[src/rtl/arq_frame_tx.sv]
// Stop-and-wait ARQ framer: wraps a byte as {start, seq, data, crc8} and shifts it
// out MSB first, then waits for ACK and retransmits on timeout up to MAX_RETRIES.
module arq_frame_tx #(
  parameter int TIMEOUT_CYCLES = 64,
  parameter int MAX_RETRIES    = 7
) (
  input  logic       i_clk,
  input  logic       i_rst,
  input  logic [7:0] i_data,
  input  logic       i_valid,
  output logic       o_ready,
  input  logic       i_arq_en,
  input  logic       i_corrupt_en,
  output logic       o_otn_rx_data,
  input  logic       i_otn_tx_ack,
  output logic [7:0] o_crc_val,
  output logic [3:0] o_retry_cnt,
  output logic       o_tx_done,
  output logic       o_drop
);

  localparam int TW = $clog2(TIMEOUT_CYCLES + 1);

  typedef enum logic [1:0] {S_IDLE, S_SEND, S_WAIT} state_t;

  state_t        state_q, state_d;
  logic [17:0]   frame_q, frame_d;
  logic [4:0]    bit_cnt_q, bit_cnt_d;
  logic [TW-1:0] tmo_q, tmo_d;
  logic [3:0]    retry_q, retry_d;
  logic          seq_q, seq_d;
  logic          arq_q, arq_d;
  logic          corrupt_q, corrupt_d;
  logic          line_q, line_d;
  logic [7:0]    crc_q, crc_d;
  logic          ready_q, ready_d;
  logic          done_q, done_d;
  logic          drop_q, drop_d;

  // CRC-8, poly 0x07, init 0, MSB first, no reflection or final XOR.
  function automatic logic [7:0] crc8(input logic [7:0] d);
    logic [7:0] c;
    c = d;
    for (int i = 0; i < 8; i++) begin
      c = c[7] ? ((c << 1) ^ 8'h07) : (c << 1);
    end
    return c;
  endfunction

  always_comb begin
    state_d   = state_q;
    frame_d   = frame_q;
    bit_cnt_d = bit_cnt_q;
    tmo_d     = tmo_q;
    retry_d   = retry_q;
    seq_d     = seq_q;
    arq_d     = arq_q;
    corrupt_d = corrupt_q;
    crc_d     = crc_q;
    line_d    = 1'b0;
    done_d    = 1'b0;
    drop_d    = 1'b0;
    case (state_q)
      S_IDLE: begin
        if (i_valid && ready_q) begin
          frame_d   = {1'b1, seq_q, i_data, crc8(i_data)};
          crc_d     = crc8(i_data);
          arq_d     = i_arq_en;
          corrupt_d = i_corrupt_en;
          retry_d   = 4'd0;
          line_d    = 1'b1;
          bit_cnt_d = 5'd1;
          state_d   = S_SEND;
        end
      end
      S_SEND: begin
        if (bit_cnt_q < 5'd18) begin
          // Bit index 9 is data[0]; only the first attempt of a corrupting frame flips it.
          line_d    = frame_q[5'd17 - bit_cnt_q] ^
                      (corrupt_q && (retry_q == 4'd0) && (bit_cnt_q == 5'd9));
          bit_cnt_d = bit_cnt_q + 5'd1;
        end else if (arq_q) begin
          tmo_d   = TW'(1);
          state_d = S_WAIT;
        end else begin
          done_d  = 1'b1;
          seq_d   = ~seq_q;
          state_d = S_IDLE;
        end
      end
      S_WAIT: begin
        if (i_otn_tx_ack) begin
          done_d  = 1'b1;
          seq_d   = ~seq_q;
          state_d = S_IDLE;
        end else if (tmo_q == TW'(TIMEOUT_CYCLES)) begin
          if (retry_q < 4'(MAX_RETRIES)) begin
            retry_d   = retry_q + 4'd1;
            line_d    = 1'b1;
            bit_cnt_d = 5'd1;
            state_d   = S_SEND;
          end else begin
            drop_d  = 1'b1;
            seq_d   = ~seq_q;
            state_d = S_IDLE;
          end
        end else begin
          tmo_d = tmo_q + TW'(1);
        end
      end
      default: state_d = S_IDLE;
    endcase
    ready_d = (state_d == S_IDLE);
  end

  always_ff @(posedge i_clk) begin
    if (i_rst) begin
      state_q   <= S_IDLE;
      bit_cnt_q <= 5'd0;
      tmo_q     <= '0;
      retry_q   <= 4'd0;
      seq_q     <= 1'b0;
      arq_q     <= 1'b0;
      corrupt_q <= 1'b0;
      line_q    <= 1'b0;
      crc_q     <= 8'h00;
      ready_q   <= 1'b0;
      done_q    <= 1'b0;
      drop_q    <= 1'b0;
    end else begin
      state_q   <= state_d;
      bit_cnt_q <= bit_cnt_d;
      tmo_q     <= tmo_d;
      retry_q   <= retry_d;
      seq_q     <= seq_d;
      arq_q     <= arq_d;
      corrupt_q <= corrupt_d;
      line_q    <= line_d;
      crc_q     <= crc_d;
      ready_q   <= ready_d;
      done_q    <= done_d;
      drop_q    <= drop_d;
    end
  end

  always_ff @(posedge i_clk) begin
    frame_q <= frame_d;
  end

  assign o_ready       = ready_q;
  assign o_otn_rx_data = line_q;
  assign o_crc_val     = crc_q;
  assign o_retry_cnt   = retry_q;
  assign o_tx_done     = done_q;
  assign o_drop        = drop_q;

endmodule

[config.mk]
export PLATFORM = sky130hd
export DESIGN_NAME = arq_frame_tx
export DESIGN_NICKNAME = d
export VERILOG_FILES = /design/src/rtl/arq_frame_tx.sv
export SDC_FILE = /design/constraint.sdc
export NUM_CORES = 1
export LEC_CHECK = 0
export ABC_CLOCK_PERIOD_IN_PS = 2600
export CORE_MARGIN = 3
export CORE_UTILIZATION = 40
export CTS_CLUSTER_SIZE = 16
export DETAILED_ROUTE_END_ITERATION = 7
export PLACE_DENSITY_LB_ADDON = 0.25
export SLEW_MARGIN = 20
export SYNTH_ARGS = -nofsm -noshare
export SYNTH_HDL_FRONTEND = slang
export SYNTH_SLANG_ARGS = --single-unit
[constraint.sdc]
create_clock -name i_clk -period 2.6 [get_ports i_clk]
set_input_delay 0.52 -clock i_clk [delete_from_list [all_inputs] [get_ports i_clk]]
set_output_delay 0.52 -clock i_clk [all_outputs]
set_load 0.02 [all_outputs]
# ---- After elaboration in Yosys (flattened, before gate mapping)
# Index checks and enable logic that the tools add are counted.
dict set report totals {
  register_bits 50
  latchBits 0
  ramBits 0
  mem_bits_ro 0
  input_bits 14
  out_inout_bits 16
  elab_cells 112
  memories 0
}
dict set report classes {
  addsub 4
  multipliers 0
  n_div 0
  magnitude_cmp 3
  eq_ne 15
  shift 0
  n_mux 50
  bitwise 12
  reduce_logical 15
}
# cell n
set op_table {}
lappend op_table {{7-bit 2-to-1 mux} 4}
lappend op_table {{5-bit 2-to-1 mux} 5}
lappend op_table {{3-bit 2-to-1 mux} 8}
lappend op_table {{3-bit NOT} 8}
lappend op_table {{2-bit inequality test, second input constant} 9}
lappend op_table {{1-bit 2-to-1 mux} 16}
lappend op_table {{4-bit 2-to-1 mux} 4}
lappend op_table {{5-bit case mux with 3 select lines} 1}
lappend op_table {{5-bit AND reduction} 3}
lappend op_table {{7-bit case mux with 2 select lines} 1}
lappend op_table {{2-bit 2-to-1 mux} 5}
lappend op_table {{4-bit case mux with 2 select lines} 1}
lappend op_table {{7-bit by 1-bit adder with 7-bit output, second input constant} 1}
lappend op_table {{7-bit == test, second input constant} 1}
lappend op_table {{5-bit by 6-bit < comparator with 1-bit output, second input constant} 1}
lappend op_table {{3-bit inequality test, second input constant} 2}
lappend op_table {{2-bit case mux with 3 select lines} 1}
lappend op_table {{6-bit AND reduction} 1}
lappend op_table {{5-bit by 1-bit adder with 5-bit output, second input constant} 1}
lappend op_table {{1-bit binary-select mux with 5-bit select} 1}
lappend op_table {{5-bit by 4-bit == test with 1-bit output, second input constant} 1}
lappend op_table {{5-bit < comparator, second input constant} 1}
lappend op_table {{5-bit subtractor, first input constant} 1}
lappend op_table {{4-bit by 1-bit adder with 4-bit output, second input constant} 1}
lappend op_table {{14 further kinds} 21}

# ---- Depth between registers and ports, before layout
# Gate-level depths: netlist of run 1.
dict set report logic_depth {
  depth_word 16
  ltp_mapped 8
  depth_no_buf 7
}

# ---- Least setup slack after synthesis of run 1
# OpenSTA, ideal clock, no wires.
dict set report synth_path {
  path_type {reg2reg}
  start {register tmo_q[0]}
  end {register retry_q[1] (netlist: o_retry_cnt[1])}
  setup_time_ns 0.129
  arrival_ns 2.033
  required_ns 2.471
  setup_slack_ns 0.438
  path_stages_with_launch 9
  path_buffers 1
  period_less_slack_ns 2.162
  cell_sequence {dfxtp_1 -> inv_1 -> ha_1 -> or4b_4 -> or4_4 -> buf_6 -> a21o_1 -> a22oi_1 -> nor2_1}
}
dict set report synth_via {
  elab_chain_len 3
}
# element line_no
set synth_rtl {}
lappend synth_rtl {{start: declaration} 29} ;# logic [TW-1:0] tmo_q, tmo_d;
lappend synth_rtl {{start signal: assignment} 133} ;# tmo_q <= tmo_d;
lappend synth_rtl {{7-bit == test} 96} ;# end else if (tmo_q == TW'(TIMEOUT_CYCLES)) begin
lappend synth_rtl {{2-bit inequality test (no line)} n/a}
lappend synth_rtl {{5-bit AND reduction (no line)} n/a}
lappend synth_rtl {{end signal: assignment} 134} ;# retry_q <= retry_d;
lappend synth_rtl {{end: declaration} 30} ;# logic [3:0] retry_q, retry_d;
# Every way passes these cells.
# A chain may end at the register's enable or synchronous reset.

# ---- Final worst setup path of run 1
dict set report layout_path {
  start {register tmo_q[0]}
  end {register bit_cnt_q[1]}
}
dict set report layout_via {
  elab_chain_len 3
}
# element line_no
set layout_rtl {}
lappend layout_rtl {{7-bit == test} 96}
lappend layout_rtl {{2-bit inequality test (no line)} n/a}
lappend layout_rtl {{6-bit AND reduction (no line)} n/a}
lappend layout_rtl {{end signal: assignment} 132} ;# bit_cnt_q <= bit_cnt_d;
lappend layout_rtl {{end: declaration} 28} ;# logic [4:0] bit_cnt_q, bit_cnt_d;
# Every way passes these cells.

==> results of run 1 <==
synth_stat cells, types with 2 or more instances:
library cell,instances,area (um^2)
a2111oi_0,3,26.3
a211oi_1,6,45.0
a21o_1,4,30.0
a21oi_1,13,65.1
a22oi_1,4,30.0
a31oi_1,3,18.8
a41oi_1,2,17.5
clkbuf_1,8,30.0
dfxtp_1,33,661
edfxtp_1,17,510
ha_1,12,150
inv_1,14,52.6
mux2i_1,8,80.1
nand2_1,24,90.1
nand2b_1,6,37.5
nand3_1,8,40.0
nand4_1,4,25.0
nor2_1,24,90.1
nor2b_1,3,18.8
nor3_1,9,45.0
nor4_1,2,12.5
nor4b_1,2,17.5
o21ai_0,3,15.0
o31ai_1,4,30.0
or3_1,2,12.5
xnor2_1,19,166
xor2_1,4,35.0
logic make-up (layout without fill, tap and decap cells):
logic type | after synthesis | in the layout
AND/OR/NAND/NOR | 89 | 89
buffers and inverters | 24 | 58
flip-flops | 50 | 50
adder cells (fa/ha/maj) | 12 | 12
multiplexers | 8 | 8
AO/OA/AOI/OAI | 53 | 53
XOR/XNOR | 23 | 23
registers in the layout (all words and copies together), names as in the netlist, 2 cells and up:
signal       flops
o_retry_cnt      4
state_q          2
bit_cnt_q        5
frame_q         17
tmo_q            7
o_crc_val        8
cell usage in the layout (no fill, tap or decap), types with 4 or more instances in the layout:
cell type	n
a211oi_1	6
a21o_1	4
a21oi_1	13
a22oi_1	4
buf_4	7
clkbuf_8	5
clkdlybuf4s50_1	29
dfxtp_1	33
edfxtp_1	17
ha_1	12
inv_1	14
mux2i_1	8
nand2_1	24
nand2b_1	6
nand3_1	8
nand4_1	4
nor2_1	24
nor3_1	9
o31ai_1	4
xnor2_1	19
xor2_1	4
stage by stage:
| step | area [um^2] | cells | hold WS, ns | util (%) | power [mW] |
|---|---|---|---|---|---|
| 6_report | 3040 | 368 | 0.461 | 50.5 | 1.70 |
| 5_1_grt | 3040 | 368 | 0.480 | 50.5 | 1.77 |
| 4_1_cts | 3040 | 368 | 0.466 | 50.5 | 1.71 |
| 3_5_place_dp | 2920 | 360 | 0.443 | 48.5 | 1.15 |
| 3_3_place_gp | 2920 | 360 | 0.438 | 48.5 | 1.14 |
| 2_1_floorplan | 2530 | 259 | 0.429 | - | 1.04 |
layout make-up:
class / count / share of cell area, %
Clock buffer: 5 / 2.26
Clock inverter: 3 / 1.56
Inverter: 14 / 1.73
Multi-Input combinational cell: 185 / 41.6
Sequential cell: 50 / 38.5
Tap cell: 75 / 3.09
Timing Repair Buffer: 36 / 11.3
metal layers:
| layer | track usage, % | wire, um | vias up | share of wire (%) |
|---|---|---|---|---|
| met5 | 0 | 0 | - | 0 |
| met3 | 3.55 | 172 | 5 | 3.2 |
| li1 | - | - | 991 | - |
| met4 | 3.45 | 46 | 0 | 0.85 |
| met1 | 20.6 | 2700 | 922 | 50 |
| met2 | 24.7 | 2520 | 29 | 46 |
power by group:
part / leakage (nW) / internal, mW / switching [mW]
combinational: 0.580 / 0.113 / 0.140
sequential: 0.425 / 0.852 / 0.0241
clock: 0.0587 / 0.292 / 0.276
how the worst max path moves through the flow:
| stage | to | slack (ns) | cells after the start |
|---|---|---|---|
| 6_report | bit_cnt_q[1] | 0.25 | 7 |
| 5_1_grt | tmo_q[5] | 0.12 | 7 |
| 3_5_place_dp | tmo_q[6] | 0.13 | 6 |
| 4_1_cts | bit_cnt_q[1] | 0.27 | 7 |
| 3_3_place_gp | tmo_q[6] | 0.26 | 6 |
| 2_1_floorplan | o_retry_cnt[1] | 0.44 | 8 |
==> run summary, run 1 <==
Status: finished clean
Post-Synth Simple-Gate Area: 17.2%
WL/cell: 14.8 um
Reg2reg setup slack: 0.25 ns
Clock-pin slew on the worst setup and hold paths: 0.10 ns
Max Slew Vio Count: 0
HP Class: flip-flop to flip-flop
Worst Hold End: frame_q[16]
GR Overflow Total: 0
DP HPWL: 3990 um
DR iter-0 viols: 123
Routed vias: 1947
Pwr Density: 558 nW/um^2
Multi-input gate area: 1260 um^2
R2R Path End: bit_cnt_q[1]
Adder-Cell Fraction of Synth Area: 5.93%
Top FF cell, synth: dfxtp_1
Mapped Area: 2530 um^2
Die area: 7320 um^2
Die height: 85.6 um
Setup crit start kind: flip-flop
DRC Markers: 0
Num rows: 28
Yosys cell types: 45
Synth Area in Compound Gates: 15.7%
H-tree Lvls: 2
Post-route ant nets: 0
TritonCTS Buffers: 5
Post-DR vias/cell: 5.29
CP top delay family: simple AND/OR/NAND/NOR gates
Setup WS post-layout: 0.245 ns
Max clock buf depth: 2
Final WL: 5440 um
Register area: 1170 um^2
Area share of xor/xnor cells in the synthesized design: 7.95%
Initial Util: 42.0%
Max-cap viol count: 0
Largest family of logic cells by synthesized area: simple AND/OR/NAND/NOR gates
Worst slew pin tran: 0.620 ns
Initial antenna violation count: 0
Cell count after synthesis: 259
First-pass GRT wire length: 8960 um
CTS Hold Bufs: 0
Worst path max stage delay: 0.49 ns
Critical path capture point type: flip-flop
FMAX: 425 MHz
Largest net degree at the start of global routing: 28
Hold_sp: seq_q
Hold Vio Cnt, Final: 0
Slew margin rel.: 58.5%
Placer Congestion: 0.793
Required @ worst endpoint: 2.84 ns
Final-layout fill cell count: 582
I/O Buffers: 29
Root Buffer: clkbuf_8
Worst hold path depth: 0
WS Path Type: flip-flop to flip-flop
CP max-delay cell: or4b_4
Core ar.: 6030 um^2
FF+latch count, synth: 50
# resized after CTS: 0
Ys async rst share: 0%
Sequential area share after synthesis: 46.2%
Worst path bufs/invs: 1
Setup TNS: 0 ns
CP startpoint: tmo_q[0]
DRT Pass-1 Iters: 4
CTS tree: built
Top-level port count: 30
Peak supply drop: 0.272 mV
Layout area overhead: 20.0%
Leak Pwr: 1.06 nW
Layout cells sized above 1: 6.83%
Setup bufs post-CTS: 0
Die width: 85.6 um
Yosys warns: 0
Worst-skew pair later-pin latency: 0.31 ns
Syn Nets: 285
Mux cell area share after synthesis: 3.16%
Pre-CTS WS: 0.134 ns
RSZ-0062 raised after global routing: false
Min Clock Period, post-route: 2.35 ns
ANT cells: 0
Final setup viols: 0
WP data arrival: 2.60 ns
CP cell instances: inv_1 > ha_1 > or4b_4 > o41ai_4 > nand2_1 > or3_1 > a21oi_2
# clock sinks: 50
GRT Resource Usage Total: 15.2%
Vias in the first global route: 1843
R2r worst-path depth: 7
Post-synth EDFFs: 17
Fin nets: 318
Fin Clk Skew: 0.00835 ns
Fin crit share: 90.6%
Average size of a mapped cell: 9.78 um^2
Crit Path Max Fanout: 5
R2R Path Start: tmo_q[0]
Note: power is estimated with default switching activity, not from simulation.
==> run 2: changes to the inputs <==
- CORE_UTILIZATION: 40 -> 36
- GPL_TIMING_DRIVEN: unset -> 0
==> run summary, run 2 (synthesis results as in run 1) <==
Status: finished clean
CP max-delay cell: a2111oi_1
WP data arrival: 2.55 ns (-0.05 ns)
DP HPWL: 3990 um (about the same)
GR Overflow Total: 0 (unchanged)
Worst-skew pair later-pin latency: 0.30 ns (about the same)
ANT cells: 0 (unchanged)
Root Buffer: clkbuf_8
R2R Path End: tmo_q[5]
FMAX: 423 MHz (-0.44%)
Clock-pin slew on the worst setup and hold paths: 0.09 ns (about the same)
Max Slew Vio Count: 0 (unchanged)
DR iter-0 viols: 124 (+0.81%)
Internal power: 1.24 mW (-0.98%)
# clock sinks: 50 (unchanged)
Top-level port count: 30 (unchanged)
WL/cell: 13.6 um (-8.0%)
Die area: 8080 um^2 (+10%)
Reg2reg setup slack: 0.23 ns (about the same)
Routed wl met2: 2490 um (-1.4%)
R2R Path Start: bit_cnt_q[1]
Post-route ant nets: 0 (unchanged)
CTS tree: built
H-tree Lvls: 2 (unchanged)
Initial antenna violation count: 0 (unchanged)
Final WL: 5270 um (-3.0%)
Leak Pwr: 1.04 nW (-2.0%)
Combinational fraction of design power: 15.0% (about the same)
Slew margin rel.: 48.7% (-9.8 points)
Num rows: 29 (+3.6%)
Die height: 89.9 um (+5.0%)
Setup crit start kind: flip-flop
R2r worst-path depth: 8 (+1)
Worst hold path depth: 0 (unchanged)
I/O Buffers: 28 (-3.4%)
Crit Path Max Fanout: 9 (+4)
Commonest cells after routing, fill and taps aside: dfxtp_1 (33), clkdlybuf4s50_1 (28), nor2_1 (24), nand2_1 (24), xnor2_1 (19)
Power share of the clock group: 32.6% (-0.9 points)
Hold Vio Cnt, Final: 0 (unchanged)
TritonCTS Buffers: 5 (unchanged)
GRT Resource Usage Total: 13.4% (-1.7 points)
Fin crit share: 91.0% (+0.40 points)
Core ar.: 6570 um^2 (+9.0%)
Sw Ratio: 25.1% (-0.87 points)
Setup WS post-layout: 0.235 ns (-0.0105 ns)
Worst slew pin tran: 0.766 ns (+0.146 ns)
P_sw: 416 uW (-5.4%)
DRC Markers: 0 (unchanged)
Initial Util: 38.6% (-3.5 points)
HP Class: flip-flop to flip-flop
Setup bufs post-CTS: 0 (unchanged)
WS Path Type: flip-flop to flip-flop
Pre-CTS WS: -0.121 ns (-0.255 ns)
Post-DP Area: 2930 um^2 (+0.21%)
Required @ worst endpoint: 2.78 ns (-0.06 ns)
Post-DR vias/cell: 5.00 (-5.4%)
Pwr Density: 544 nW/um^2 (-2.6%)
Fin Clk Skew: 0.00676 ns (-0.00159 ns)
CP cell instances: clkbuf_1 > inv_1 > ha_1 > nand2b_1 > a31oi_1 > a2111oi_1 > xnor2_1 > nor2_1
First-pass GRT wire length: 8980 um (+0.30%)
DR WL met3: 137 um (-20%)
Reg power frac: 52.4% (+0.8 points)
Die width: 89.9 um (+5.0%)
Placer Congestion: 0.839 (+5.7%)
Final-layout fill cell count: 635 (+9.1%)
Peak supply drop: 0.284 mV (+4.3%)
Layout cells sized above 1: 5.76% (-1.1 points)
RSZ-0062 raised after global routing: true
Most common cell after layout, fill and taps aside: dfxtp_1
Met1 wire length: 2590 um (-4.1%)
Vias in the first global route: 1862 (+1.0%)
Max layer used: met4
Final setup viols: 0 (unchanged)
Routed vias: 1941 (-0.31%)
Max-cap viol count: 0 (unchanged)
Worst path max stage delay: 0.48 ns (about the same)
Critical path capture point type: flip-flop
Layout area overhead: 20.5%
Max reg flops: 17 (unchanged)
Worst Hold End: frame_q[16]
Fin nets: 320 (+0.63%)
Hold_sp: seq_q
Biggest register: frame_q
Final core utilization: 46.5% (-4.0 points)
Min Clock Period, post-route: 2.37 ns (+0.0105 ns)
Max clock buf depth: 2 (unchanged)
Finished Cell Area: 3050 um^2 (+0.45%)
DRT Pass-1 Iters: 4 (unchanged)
Largest net degree at the start of global routing: 27 (-3.6%)
## run 2: worst max-delay path by stage
stage	from	to	slack (ns)	depth (start not counted)
final	bit_cnt_q[1]	tmo_q[5]	0.23	8
after global routing	bit_cnt_q[1]	tmo_q[5]	-0.003	8
after CTS	bit_cnt_q[1]	tmo_q[5]	0.18	8
after global placement	i_valid	corrupt_q	-0.09	6
after detailed placement	i_valid	corrupt_q	-0.12	6
after floorplan	tmo_q[0]	o_retry_cnt[1]	0.44	8
## run 2: cell type report
class,instances,area (um^2),share of cell area [%]
clock buffer,6,72.6,2.38
multi-input combinational,185,1280,41.8
timing repair buffer,28,280,9.18
tap,93,116,3.81
inverter,14,52.6,1.72
clock inverter,2,37.5,1.23
buffer,10,47.5,1.56
sequential,50,1170,38.3
## run 2: power groups by stage
| stage | clock, mW | combinational, mW | sequential (mW) |
|---|---|---|---|
| global route | 0.588 | 0.275 | 0.876 |
| global placement | 0 | 0.247 | 0.889 |
| CTS | 0.557 | 0.251 | 0.871 |
| detailed placement | 0 | 0.249 | 0.889 |
| floorplan | 0 | 0.145 | 0.900 |
| finish | 0.541 | 0.249 | 0.870 |
## run 2: worst max-delay path: cells and delay by family, from the launching register on
kind,cells,cell delay [ns]
adder cells (fa/ha/maj),1,0.24
AND/OR/NAND/NOR,2,0.26
flip-flops,1,0.36
XOR/XNOR,1,0.17
buffers and inverters,2,0.42
AO/OA/AOI/OAI,2,0.79
## run 2: stage by stage
| step | setup TNS, ns | total power, mW | hold WS [ns] | cells |
|---|---|---|---|---|
| finish | 0 | 1.66 | 0.455 | 388 |
| detailed placement | -1.39 | 1.14 | 0.445 | 380 |
| CTS | 0 | 1.68 | 0.468 | 388 |
| global route | -0.00342 | 1.74 | 0.490 | 388 |
| floorplan | 0 | 1.04 | 0.429 | 259 |
| global placement | -0.610 | 1.14 | 0.444 | 380 |
## run 2: repair_timing
action                                  in CTS  in global routing
endpoints found under the setup margin       0                  4
hold buffers                                 0                  0
endpoints found under the hold margin        0                  0
gates resized for setup                      0                  4
## run 2: routing by layer
| metal | up-vias | track usage (%) |
|---|---|---|
| li1 | 1001 | - |
| met1 | 911 | 18.3 |
| met2 | 24 | 21.1 |
| met3 | 5 | 3.34 |
| met4 | 0 | 4.21 |
| met5 | - | 0 |
==> run 3: changes to the inputs <==
- CELL_PAD_IN_SITES_DETAIL_PLACEMENT: unset -> 0
- CELL_PAD_IN_SITES_GLOBAL_PLACEMENT: unset -> 1
==> run summary, run 3 (synthesis results as in run 1) <==
Status: finished clean
Layout area overhead: 19.7%
Min Hold Slack: 0.462 ns (+0.00638 ns)
Max reg flops: 17 (unchanged)
Routed vias: 1957 (+0.82%)
Commonest cells after routing, fill and taps aside: dfxtp_1 (33), clkdlybuf4s50_1 (28), nor2_1 (24), nand2_1 (24), xnor2_1 (19)
Worst Hold End: frame_q[16]
Slew margin rel.: 48.7% (about the same)
Sw Ratio: 28.0% (+3.0 points)
Layout Cells excl Fill: 388 (unchanged)
ANT cells: 0 (unchanged)
CP top delay family: compound AO/OA/AOI/OAI gates
CP max-delay cell: a2111oi_0
DRT Pass-1 Iters: 4 (unchanged)
CTS tree: built
RSZ-0062 raised after global routing: true
Max Slew Vio Count: 0 (unchanged)
Hold_sp: seq_q
Final setup viols: 0 (unchanged)
R2r worst-path depth: 8 (unchanged)
Worst-skew pair later-pin latency: 0.31 ns (about the same)
I/O Buffers: 28 (unchanged)
First-pass GRT wire length: 9650 um (+7.5%)
Root Buffer: clkbuf_8
Num rows: 29 (unchanged)
Post-DR vias/cell: 5.04 (+0.82%)
Fin crit share: 93.2% (+2.2 points)
Min Clock Period, post-route: 2.42 ns (+0.0572 ns)
Initial antenna violation count: 0 (unchanged)
Hold Vio Cnt, Final: 0 (unchanged)
H-tree Lvls: 2 (unchanged)
Reg2reg setup slack: 0.18 ns (-0.06 ns)
CP cell instances: clkbuf_1 > inv_1 > ha_1 > nand2b_1 > a31oi_1 > a2111oi_0 > xnor2_1 > nor2_1
GRT Resource Usage Total: 14.5% (+1.1 points)
Final WL: 5600 um (+6.1%)
Die height: 89.9 um (unchanged)
Leak Pwr: 1.04 nW (-0.23%)
GR Overflow Total: 0 (unchanged)
Crit Path Max Fanout: 9 (unchanged)
Initial Util: 38.6% (unchanged)
Largest net degree at the start of global routing: 27 (unchanged)
Setup bufs post-CTS: 0 (unchanged)
Placer Congestion: 0.782 (-6.7%)
Worst path max stage delay: 0.54 ns (+0.06 ns)
Vias in the first global route: 1946 (+4.5%)
# clock sinks: 50 (unchanged)
TritonCTS Buffers: 5 (unchanged)
Critical path capture point type: flip-flop
Biggest register: frame_q
R2R Path Start: bit_cnt_q[1]
P_sw: 451 uW (+8.3%)
Fin nets: 320 (unchanged)
FMAX: 413 MHz (-2.4%)
Required @ worst endpoint: 2.79 ns (about the same)
Setup crit start kind: flip-flop
Max-cap viol count: 0 (unchanged)
Most common cell after layout, fill and taps aside: dfxtp_1
HP Class: flip-flop to flip-flop
Power share of the clock group: 30.2% (-2.4 points)
Clock-pin slew on the worst setup and hold paths: 0.10 ns (about the same)
Die width: 89.9 um (unchanged)
Top-level port count: 30 (unchanged)
Die area: 8080 um^2 (unchanged)
Number of placed instances, taps included: 380 (unchanged)
Layout cells sized above 1: 5.76% (unchanged)
WP data arrival: 2.61 ns (+0.06 ns)
Worst path bufs/invs: 2 (unchanged)
Pwr Density: 530 nW/um^2 (-2.6%)
DRC Markers: 0 (unchanged)
Core ar.: 6570 um^2 (unchanged)
DR iter-0 viols: 55 (-56%)
R2R Path End: tmo_q[5]
Combinational fraction of design power: 15.6% (+0.6 points)
Max clock buf depth: 2 (unchanged)
Peak supply drop: 0.292 mV (+2.9%)
Post-route ant nets: 0 (unchanged)
Worst slew pin tran: 0.763 ns (-0.00291 ns)
WL/cell: 14.4 um (+6.1%)
Fin Clk Skew: 0.00579 ns (-0.000968 ns)
Setup TNS: 0 ns (unchanged)
WS Path Type: flip-flop to flip-flop
Internal power: 1.16 mW (-7.1%)
Reg power frac: 54.2% (+1.8 points)
DP HPWL: 4140 um (+3.6%)
Worst hold path depth: 0 (unchanged)
[run 3: cell types whose count changed in the layout (fill, tap and decap cells not counted), sizes merged]
cell / delta
inv: +2
bufinv: -1
clkbuf: -1
clkinv: +1
clkinvlp: -1
[run 3: how the worst max path moves through the flow]
stage	endpoint	slack, ns	depth (start not counted)	startpoint
after floorplan	o_retry_cnt[1]	0.44	8	tmo_q[0]
after global placement	corrupt_q	-0.11	6	i_valid
after detailed placement	tmo_q[6]	0.11	6	i_otn_tx_ack
after CTS	tmo_q[6]	0.15	8	bit_cnt_q[1]
after global routing	tmo_q[6]	-0.04	8	bit_cnt_q[1]
final	tmo_q[5]	0.18	8	bit_cnt_q[1]
[run 3: through the flow]
step	setup slack, ns	util (%)	area, um^2	power [mW]
floorplan	0.438	-	2530	1.04
global placement	-0.112	44.6	2930	1.14
detailed placement	0.109	44.6	2930	1.14
CTS	0.152	46.1	3030	1.62
global route	-0.0430	46.2	3030	1.68
finish	0.178	46.2	3030	1.61
[run 3: layer usage]
| metal | GRT usage [%] | part of all wire [%] | vias to the layer above |
|---|---|---|---|
| li1 | - | - | 995 |
| met1 | 20.0 | 51 | 919 |
| met2 | 23.2 | 45 | 37 |
| met3 | 2.84 | 2.9 | 6 |
| met4 | 4.08 | 1.0 | 0 |
| met5 | 0 | 0 | - |
[run 3: repair_timing]
action,CTS,global route
hold buffers,0,0
gates resized for setup,0,2
endpoints found under the setup margin,0,5
[run 3: cell type report]
cell class                 instances  area, um^2
buffer                            10        47.5
clock buffer                       5        68.8
sequential                        50        1170
timing repair buffer              28         280
fill                             640        3530
multi-input combinational        185        1270
tap                               93         116
inverter                          14        52.6
clock inverter                     3        26.3
[run 3: power by group through the flow]
stage | clock, mW | combinational (mW) | sequential [mW]
after detailed placement | 0 | 0.250 | 0.889
after global routing | 0.528 | 0.278 | 0.876
after global placement | 0 | 0.249 | 0.889
final | 0.485 | 0.251 | 0.871
after CTS | 0.501 | 0.251 | 0.871
after floorplan | 0 | 0.145 | 0.900
[run 3: worst reg2reg max path: stages (launching register included)]
cell,delay [ns]
dfxtp_1,0.37
clkbuf_1,0.32
inv_1,0.12
ha_1,0.24
nand2b_1,0.20
a31oi_1,0.29
a2111oi_0,0.54
xnor2_1,0.17
nor2_1,0.05
